`config.mk`:
```
export PLATFORM = sky130hd
export DESIGN_NAME = udma_tx_cp_ctrl
export DESIGN_NICKNAME = d
export VERILOG_FILES = /design/src/rtl/udma_tx_cp_pkg.sv /design/src/rtl/udma_tx_rr_arb.sv /design/src/rtl/udma_tx_cp_ctrl.sv
export SDC_FILE = /design/constraint.sdc
export NUM_CORES = 1
export LEC_CHECK = 0
export CAP_MARGIN = 10
export CELL_PAD_IN_SITES_DETAIL_PLACEMENT = 0
export CELL_PAD_IN_SITES_GLOBAL_PLACEMENT = 1
export CORE_MARGIN = 8
export CORE_UTILIZATION = 53
export CTS_BUF_LIST = sky130_fd_sc_hd__clkbuf_16
export DETAILED_ROUTE_END_ITERATION = 16
export DONT_BUFFER_PORTS = 1
export GPL_TIMING_DRIVEN = 0
export PLACE_DENSITY_LB_ADDON = 0.12
export SLEW_MARGIN = 20
export SYNTH_ARGS = -nofsm -noshare
export SYNTH_HDL_FRONTEND = slang
export SYNTH_HIERARCHICAL = 1
export SYNTH_SLANG_ARGS = --single-unit
```
`constraint.sdc`:
```
create_clock -name clk -period 7.9 [get_ports clk]
set_input_delay 1.185 -clock clk [delete_from_list [all_inputs] [get_ports clk]]
set_output_delay 1.185 -clock clk [all_outputs]
set_load 0.01 [all_outputs]
```
`src/rtl/udma_tx_cp_pkg.sv`:
```
// Shared types for the uDMA Tx control plane: beat size, channel state and channel descriptor.
// Descriptor fields are sized for the widest supported AW/SW; the top masks them down to its parameters.
package udma_tx_cp_pkg;

  localparam int ADDR_MAX = 64;
  localparam int SIZE_MAX = 32;

  typedef enum logic [1:0] {
    DS_BYTE     = 2'd0,
    DS_HALF     = 2'd1,
    DS_WORD     = 2'd2,
    DS_WORD_ALT = 2'd3
  } datasize_e;

  typedef enum logic {
    IDLE   = 1'b0,
    ACTIVE = 1'b1
  } ch_state_e;

  typedef struct packed {
    logic [ADDR_MAX-1:0] addr;
    logic [SIZE_MAX-1:0] left;
    datasize_e           datasize;
    logic                cont;
  } ch_desc_t;

  function automatic logic [3:0] beat_bytes(input datasize_e ds);
    case (ds)
      DS_BYTE: return 4'd1;
      DS_HALF: return 4'd2;
      default: return 4'd4;
    endcase
  endfunction

endpackage

```
`src/rtl/udma_tx_rr_arb.sv`:
```
// Combinational round-robin arbiter: zero latency, searches from ptr_i+1 upward with wrap.
// No backpressure of its own; the caller only samples the grant when its port is free.
module udma_tx_rr_arb #(
  parameter  int N_CH = 4,
  localparam int IW   = (N_CH > 1) ? $clog2(N_CH) : 1
) (
  input  logic [N_CH-1:0] req_i,
  input  logic [IW-1:0]   ptr_i,
  output logic [N_CH-1:0] gnt_o,
  output logic [IW-1:0]   gnt_idx_o
);

  // Scan from farthest to nearest so the nearest requester after ptr_i wins.
  always_comb begin
    logic [IW-1:0] cidx;
    gnt_o     = '0;
    gnt_idx_o = '0;
    cidx      = '0;
    for (int i = N_CH; i >= 1; i--) begin
      cidx = IW'((int'(ptr_i) + i) % N_CH);
      if (req_i[cidx]) begin
        gnt_o       = '0;
        gnt_o[cidx] = 1'b1;
        gnt_idx_o   = cidx;
      end
    end
  end

endmodule

```
`src/rtl/udma_tx_cp_ctrl.sv`:
```
// N-channel uDMA Tx control plane: first request 2 cycles after start, next request 1 cycle after gnt_i.
// A raised request holds until gnt_i; ch_ready_i gates which channels may enter arbitration.
module udma_tx_cp_ctrl
  import udma_tx_cp_pkg::*;
#(
  parameter  int N_CH = 4,
  parameter  int AW   = 32,
  parameter  int SW   = 20,
  localparam int IW   = (N_CH > 1) ? $clog2(N_CH) : 1
) (
  input  logic             clk,
  input  logic             reset_n,
  input  logic [N_CH-1:0]  cfg_start_i,
  input  logic [N_CH-1:0]  cfg_stop_i,
  input  logic [N_CH-1:0]  cfg_cont_i,
  input  logic [N_CH*AW-1:0] cfg_addr_i,
  input  logic [N_CH*SW-1:0] cfg_size_i,
  input  logic [N_CH*2-1:0]  cfg_datasize_i,
  input  logic [N_CH-1:0]  ch_ready_i,
  output logic [N_CH-1:0]  busy_o,
  output logic [N_CH*SW-1:0] bytes_left_o,
  output logic [N_CH-1:0]  eot_o,
  output logic             req_o,
  output logic [IW-1:0]    req_ch_o,
  output logic [AW-1:0]    req_addr_o,
  output logic [1:0]       req_datasize_o,
  input  logic             gnt_i
);

  localparam logic [ADDR_MAX-1:0] ADDR_MASK = (ADDR_MAX'(1) << AW) - ADDR_MAX'(1);

  logic [N_CH-1:0] elig;
  logic [N_CH-1:0] arb_gnt;
  logic [IW-1:0]   arb_idx;
  logic [IW-1:0]   rr_ptr;
  logic [AW-1:0]   ch_addr [N_CH];
  datasize_e       ch_ds   [N_CH];

  for (genvar c = 0; c < N_CH; c++) begin : g_ch
    ch_state_e  st;
    ch_desc_t   desc;
    ch_desc_t   cfg_desc;
    logic       eot_q;
    logic       stop_pend;
    logic       held;
    logic       last;
    logic [3:0] bb;
    logic [ADDR_MAX-1:0] addr_nx;

    assign cfg_desc = '{addr:     ADDR_MAX'(cfg_addr_i[c*AW +: AW]),
                        left:     SIZE_MAX'(cfg_size_i[c*SW +: SW]),
                        datasize: datasize_e'(cfg_datasize_i[c*2 +: 2]),
                        cont:     cfg_cont_i[c]};
    assign held    = req_o && (req_ch_o == IW'(c));
    assign bb      = beat_bytes(desc.datasize);
    assign last    = desc.left <= SIZE_MAX'(bb);
    assign addr_nx = (desc.addr + ADDR_MAX'(bb)) & ADDR_MASK;

    // A channel being stopped this cycle must not be loaded onto the port.
    assign elig[c] = (st == ACTIVE) && ch_ready_i[c] && !cfg_stop_i[c] && !held;

    assign busy_o[c]                = (st == ACTIVE);
    assign eot_o[c]                 = eot_q;
    assign bytes_left_o[c*SW +: SW] = desc.left[SW-1:0];
    assign ch_addr[c]               = desc.addr[AW-1:0];
    assign ch_ds[c]                 = desc.datasize;

    always_ff @(posedge clk or negedge reset_n) begin
      if (!reset_n) begin
        st        <= IDLE;
        desc      <= '0;
        eot_q     <= 1'b0;
        stop_pend <= 1'b0;
      end else begin
        eot_q <= 1'b0;
        case (st)
          IDLE: begin
            stop_pend <= 1'b0;
            if (cfg_start_i[c] && !cfg_stop_i[c]) begin
              desc <= cfg_desc;
              if (cfg_desc.left == '0) eot_q <= 1'b1;
              else                     st    <= ACTIVE;
            end
          end
          ACTIVE: begin
            if (held && gnt_i) begin
              stop_pend <= 1'b0;
              if (stop_pend || cfg_stop_i[c]) begin
                st <= IDLE;
              end else if (last) begin
                eot_q <= 1'b1;
                if (desc.cont && cfg_desc.left != '0) begin
                  desc <= cfg_desc;
                end else begin
                  desc.left <= '0;
                  st        <= IDLE;
                end
              end else begin
                desc.addr <= addr_nx;
                desc.left <= desc.left - SIZE_MAX'(bb);
              end
            end else if (cfg_stop_i[c]) begin
              // The port cannot retract a held beat; finish the stop when it is granted.
              if (held) stop_pend <= 1'b1;
              else      st        <= IDLE;
            end
          end
          default: st <= IDLE;
        endcase
      end
    end
  end

  udma_tx_rr_arb #(.N_CH(N_CH)) u_arb (
    .req_i     (elig),
    .ptr_i     (rr_ptr),
    .gnt_o     (arb_gnt),
    .gnt_idx_o (arb_idx)
  );

  always_ff @(posedge clk or negedge reset_n) begin
    if (!reset_n) begin
      req_o          <= 1'b0;
      req_ch_o       <= '0;
      req_addr_o     <= '0;
      req_datasize_o <= '0;
      rr_ptr         <= IW'(N_CH - 1);
    end else if (req_o) begin
      if (gnt_i) req_o <= 1'b0;
    end else if (|arb_gnt) begin
      req_o          <= 1'b1;
      req_ch_o       <= arb_idx;
      req_addr_o     <= ch_addr[arb_idx];
      req_datasize_o <= ch_ds[arb_idx];
      rr_ptr         <= arb_idx;
    end
  end

endmodule

```
==> flow_metrics.env <==
export IMPL_worst_slew_pin_slew_ps=1120
export IMPL_skew_ps=36.9
export IMPL_die_h_um=216
export IMPL_r2r_end="req_addr_o[29]"
export IMPL_ys_seq_area_frac=0.375
export IMPL_ant_nets=0
export IMPL_dr_total_vias=20300
export IMPL_fin_crit_sh=0.629
export IMPL_r2r_slack_ps=2930
export IMPL_crit_required_ps=8350
export IMPL_leakage_uw=0.00938
export IMPL_ir_drop_uv=173
export IMPL_cap_violations=0
export IMPL_worstSetupPathDepth=11
export IMPL_crit_chain="nor3b_1 -> nor3_1 -> mux2_2 -> mux2i_1 -> nand3_1 -> o2111ai_1 -> clkbuf_1 -> clkbuf_1 -> clkbuf_1 -> mux4_2 -> mux2_2"
export IMPL_finalMaxSlewViolations=0
export IMPL_crit_arrival_ps=5420
export IMPL_die_area_mm2=0.0468
export IMPL_clk_pin_slew_ps=60
export IMPL_dp_hpwl_mm=60.4
export IMPL_drc_errors=0
export IMPL_cts_hold_buf=0
export IMPL_grt_total_usage=0.328
export IMPL_placed_cells=2894
export IMPL_synth_simple_area_share=0.204
export IMPL_numCtsBuffers=40
export IMPL_layout_commonest_cell="dfrtp_1"
export IMPL_clock_fmax_ghz=0.201
export IMPL_fin_setup_tns_ps=0
export IMPL_synth_flop_cell="dfrtp_1"
export IMPL_antenna_found_initial=26
export IMPL_worstSetupPathType="reg2reg"
export IMPL_crit_family="multiplexers"
export IMPL_ios=360
export IMPL_syn_inst=2367
export IMPL_netlist_area_mm2=0.0213
export IMPL_hold_violations=0
export IMPL_core_rowCount=73
export IMPL_final_cell_mix="317 x dfrtp_1, 188 x a21oi_1, 167 x nand2_1, 162 x nor2_1, 119 x o21ai_0"
export IMPL_wl_mm=80.0
export IMPL_end_kind="flip-flop"
export IMPL_post_cts_resized=0
export IMPL_coreArea_mm2=0.0396
export IMPL_synth_xor_xnor_area_share=0.0173
export IMPL_drive_gt1_frac=0.118
export IMPL_status="finished clean"
export IMPL_cts_buffer_depth=3
export IMPL_p_per_area_mw_per_mm2=402
export IMPL_clockRootBuffer="clkbuf_16"
export IMPL_slowest_delay_ps=760
export IMPL_min_path_type="in2async"
export IMPL_synth_top_family_by_area="compound AO/OA/AOI/OAI gates"
export IMPL_drtIter0Drc=2412
export IMPL_syn_nets=2640
export IMPL_crit_top_cell="clkbuf_1"
export IMPL_grt_pass1_wl_mm=120
export IMPL_setup_worst_path_start_class="flip-flop"
export IMPL_synthAdderAreaFrac=0.0252
export IMPL_viasPerCell=6.84
export IMPL_synthDistinctLibCells=87
export IMPL_synth_compound_area_frac=0.206
export IMPL_grt_pass1_vias=19100
export IMPL_nNetsFinal=2684
export IMPL_ys_ff_latch=319
export IMPL_gp_congestion=0.949
export IMPL_timing_final_crit_period_ps=4970
export IMPL_syn_area_per_cell_um2=8.98
export IMPL_crit_buf_inv=3
export IMPL_instances_no_fill=2974
export IMPL_rr_startpoint="req_ch_o[1]"
export IMPL_drtPass1Iterations=6
export IMPL_initial_core_util=0.536
export IMPL_area_growth_pct=8.91
export IMPL_port_buffers=0
export IMPL_ys_warn_count=6
export IMPL_synth_edf_count=0
export IMPL_post_cts_buffers=0
export IMPL_routedWlPerCell_um=26.9
export IMPL_critPathMaxFanout=10
export IMPL_cpMaxStageDelayCell="nor3b_1"
export IMPL_clk_latency_ps=580
export IMPL_cts_htree_levels=2
export IMPL_grt_max_degree=320
export IMPL_muxShareOfSynthArea=0.0978
export IMPL_slew_headroom=0.245
export IMPL_grt_overflow=0
export IMPL_finalSetupViolCount=0
export IMPL_rsz0062_at_grt="false"
export IMPL_cts_sinks=319
export IMPL_postSynth_asyncResetShare=1.00
export IMPL_worstRegToRegCells=11
export IMPL_cts_tree="yes"
export IMPL_die_w_um=216
-- cells by family (layout without fill, tap and decap cells) --
kind of cell	after synthesis	after routing
and+or+nand+nor	843	843
AOI/OAI and AO/OA	651	651
DFF	319	319
buffers and inverters	318	388
muxes	156	156
xor gates and xnor gates	42	42
adders and majority gates	38	38
other	0	12
-- report_power, final --
part	total [µW]	internal [µW]	leakage (µW)	switching, µW
combinational	4140	1810	0.00495	2330
sequential	3440	2280	0.00382	1160
clock	1730	968	0.000608	764
total	9310	5060	0.00938	4250
-- per-layer routing --
metal  vias to the layer above  track usage  routed length, µm
li1                       8971            -                  -
met1                     10000        0.434              31700
met2                      1097        0.492              35300
met3                       207        0.112               9590
met4                        28        0.121               3340
met5                         -            0                183
-- through the flow --
step	instance area (µm²)	hold WS, ps	total power (µW)	setup WS (ps)	util
after floorplan	21300	463	6070	3500	-
after global placement	21900	480	7360	2000	0.553
after detailed placement	21900	513	7470	2700	0.554
after CTS	23100	295	9210	3010	0.583
after global routing	23100	295	9810	2560	0.584
final	23200	315	9310	2930	0.584
-- flip-flops by register name, indices dropped and copies added, names as in the netlist --
| signal | cells |
|---|---|
| bytes_left_o | 80 |
| g_ch.eot_q | 4 |
| req_o | 1 |
| req_datasize_o | 2 |
| ch_ds | 8 |
| g_ch.desc | 52 |
| rr_ptr | 2 |
| ch_addr | 128 |
| req_addr_o | 32 |
| req_ch_o | 2 |
| g_ch.stop_pend | 4 |
| g_ch.st | 4 |
-- Yosys cell counts, types with 10 or more instances --
| cell type | number | area, µm² |
|---|---|---|
| dfrtp_1 | 317 | 7930 |
| a21oi_1 | 188 | 941 |
| nand2_1 | 167 | 627 |
| nor2_1 | 162 | 608 |
| o21ai_0 | 120 | 601 |
| nand3_1 | 117 | 586 |
| clkbuf_1 | 110 | 413 |
| buf_4 | 91 | 683 |
| inv_1 | 87 | 327 |
| nor3_1 | 87 | 435 |
| mux2i_1 | 74 | 741 |
| nor4_1 | 62 | 388 |
| nand4_1 | 52 | 325 |
| a2bb2oi_1 | 51 | 447 |
| mux2_2 | 45 | 507 |
| and3_1 | 42 | 263 |
| mux4_2 | 37 | 833 |
| o22ai_1 | 34 | 213 |
| or3_1 | 34 | 213 |
| ha_1 | 30 | 375 |
| xnor2_1 | 30 | 263 |
| or4_1 | 26 | 195 |
| a31oi_1 | 23 | 144 |
| a221o_1 | 21 | 210 |
| a211o_1 | 19 | 166 |
| a21o_1 | 18 | 135 |
| buf_2 | 18 | 90.1 |
| nand2b_1 | 16 | 100 |
| nor2b_1 | 16 | 100 |
| o2bb2ai_1 | 16 | 140 |
| and4_1 | 14 | 123 |
| o211ai_1 | 14 | 105 |
| a22oi_1 | 12 | 90.1 |
| xor2_1 | 12 | 105 |
| a221oi_1 | 11 | 96.3 |
| o31ai_1 | 10 | 75.1 |
-- final cells by class --
cell class	count	area (µm²)
fillers	3630	16500
clock buffers	41	1030
well taps	525	657
diodes	12	30.0
inverters	88	330
repair buffers	2	12.5
clock inverters	27	151
multi-input cells	1730	11700
plain buffers	230	1250
flip-flops and latches	319	7990
-- worst max-delay path by stage --
stage / from / endpoint / slack (ps)
final: req_ch_o[1] / req_addr_o[29] / 2930
after global placement: cfg_stop_i[3] / req_addr_o[28] / 2000
after floorplan: cfg_stop_i[3] / req_addr_o[24] / 3500
after CTS: req_ch_o[1] / req_addr_o[29] / 3010
after detailed placement: cfg_stop_i[2] / req_addr_o[29] / 2700
after global routing: req_ch_o[1] / req_addr_o[28] / 2560
No activity file was read; power rests on OpenSTA's default activity.
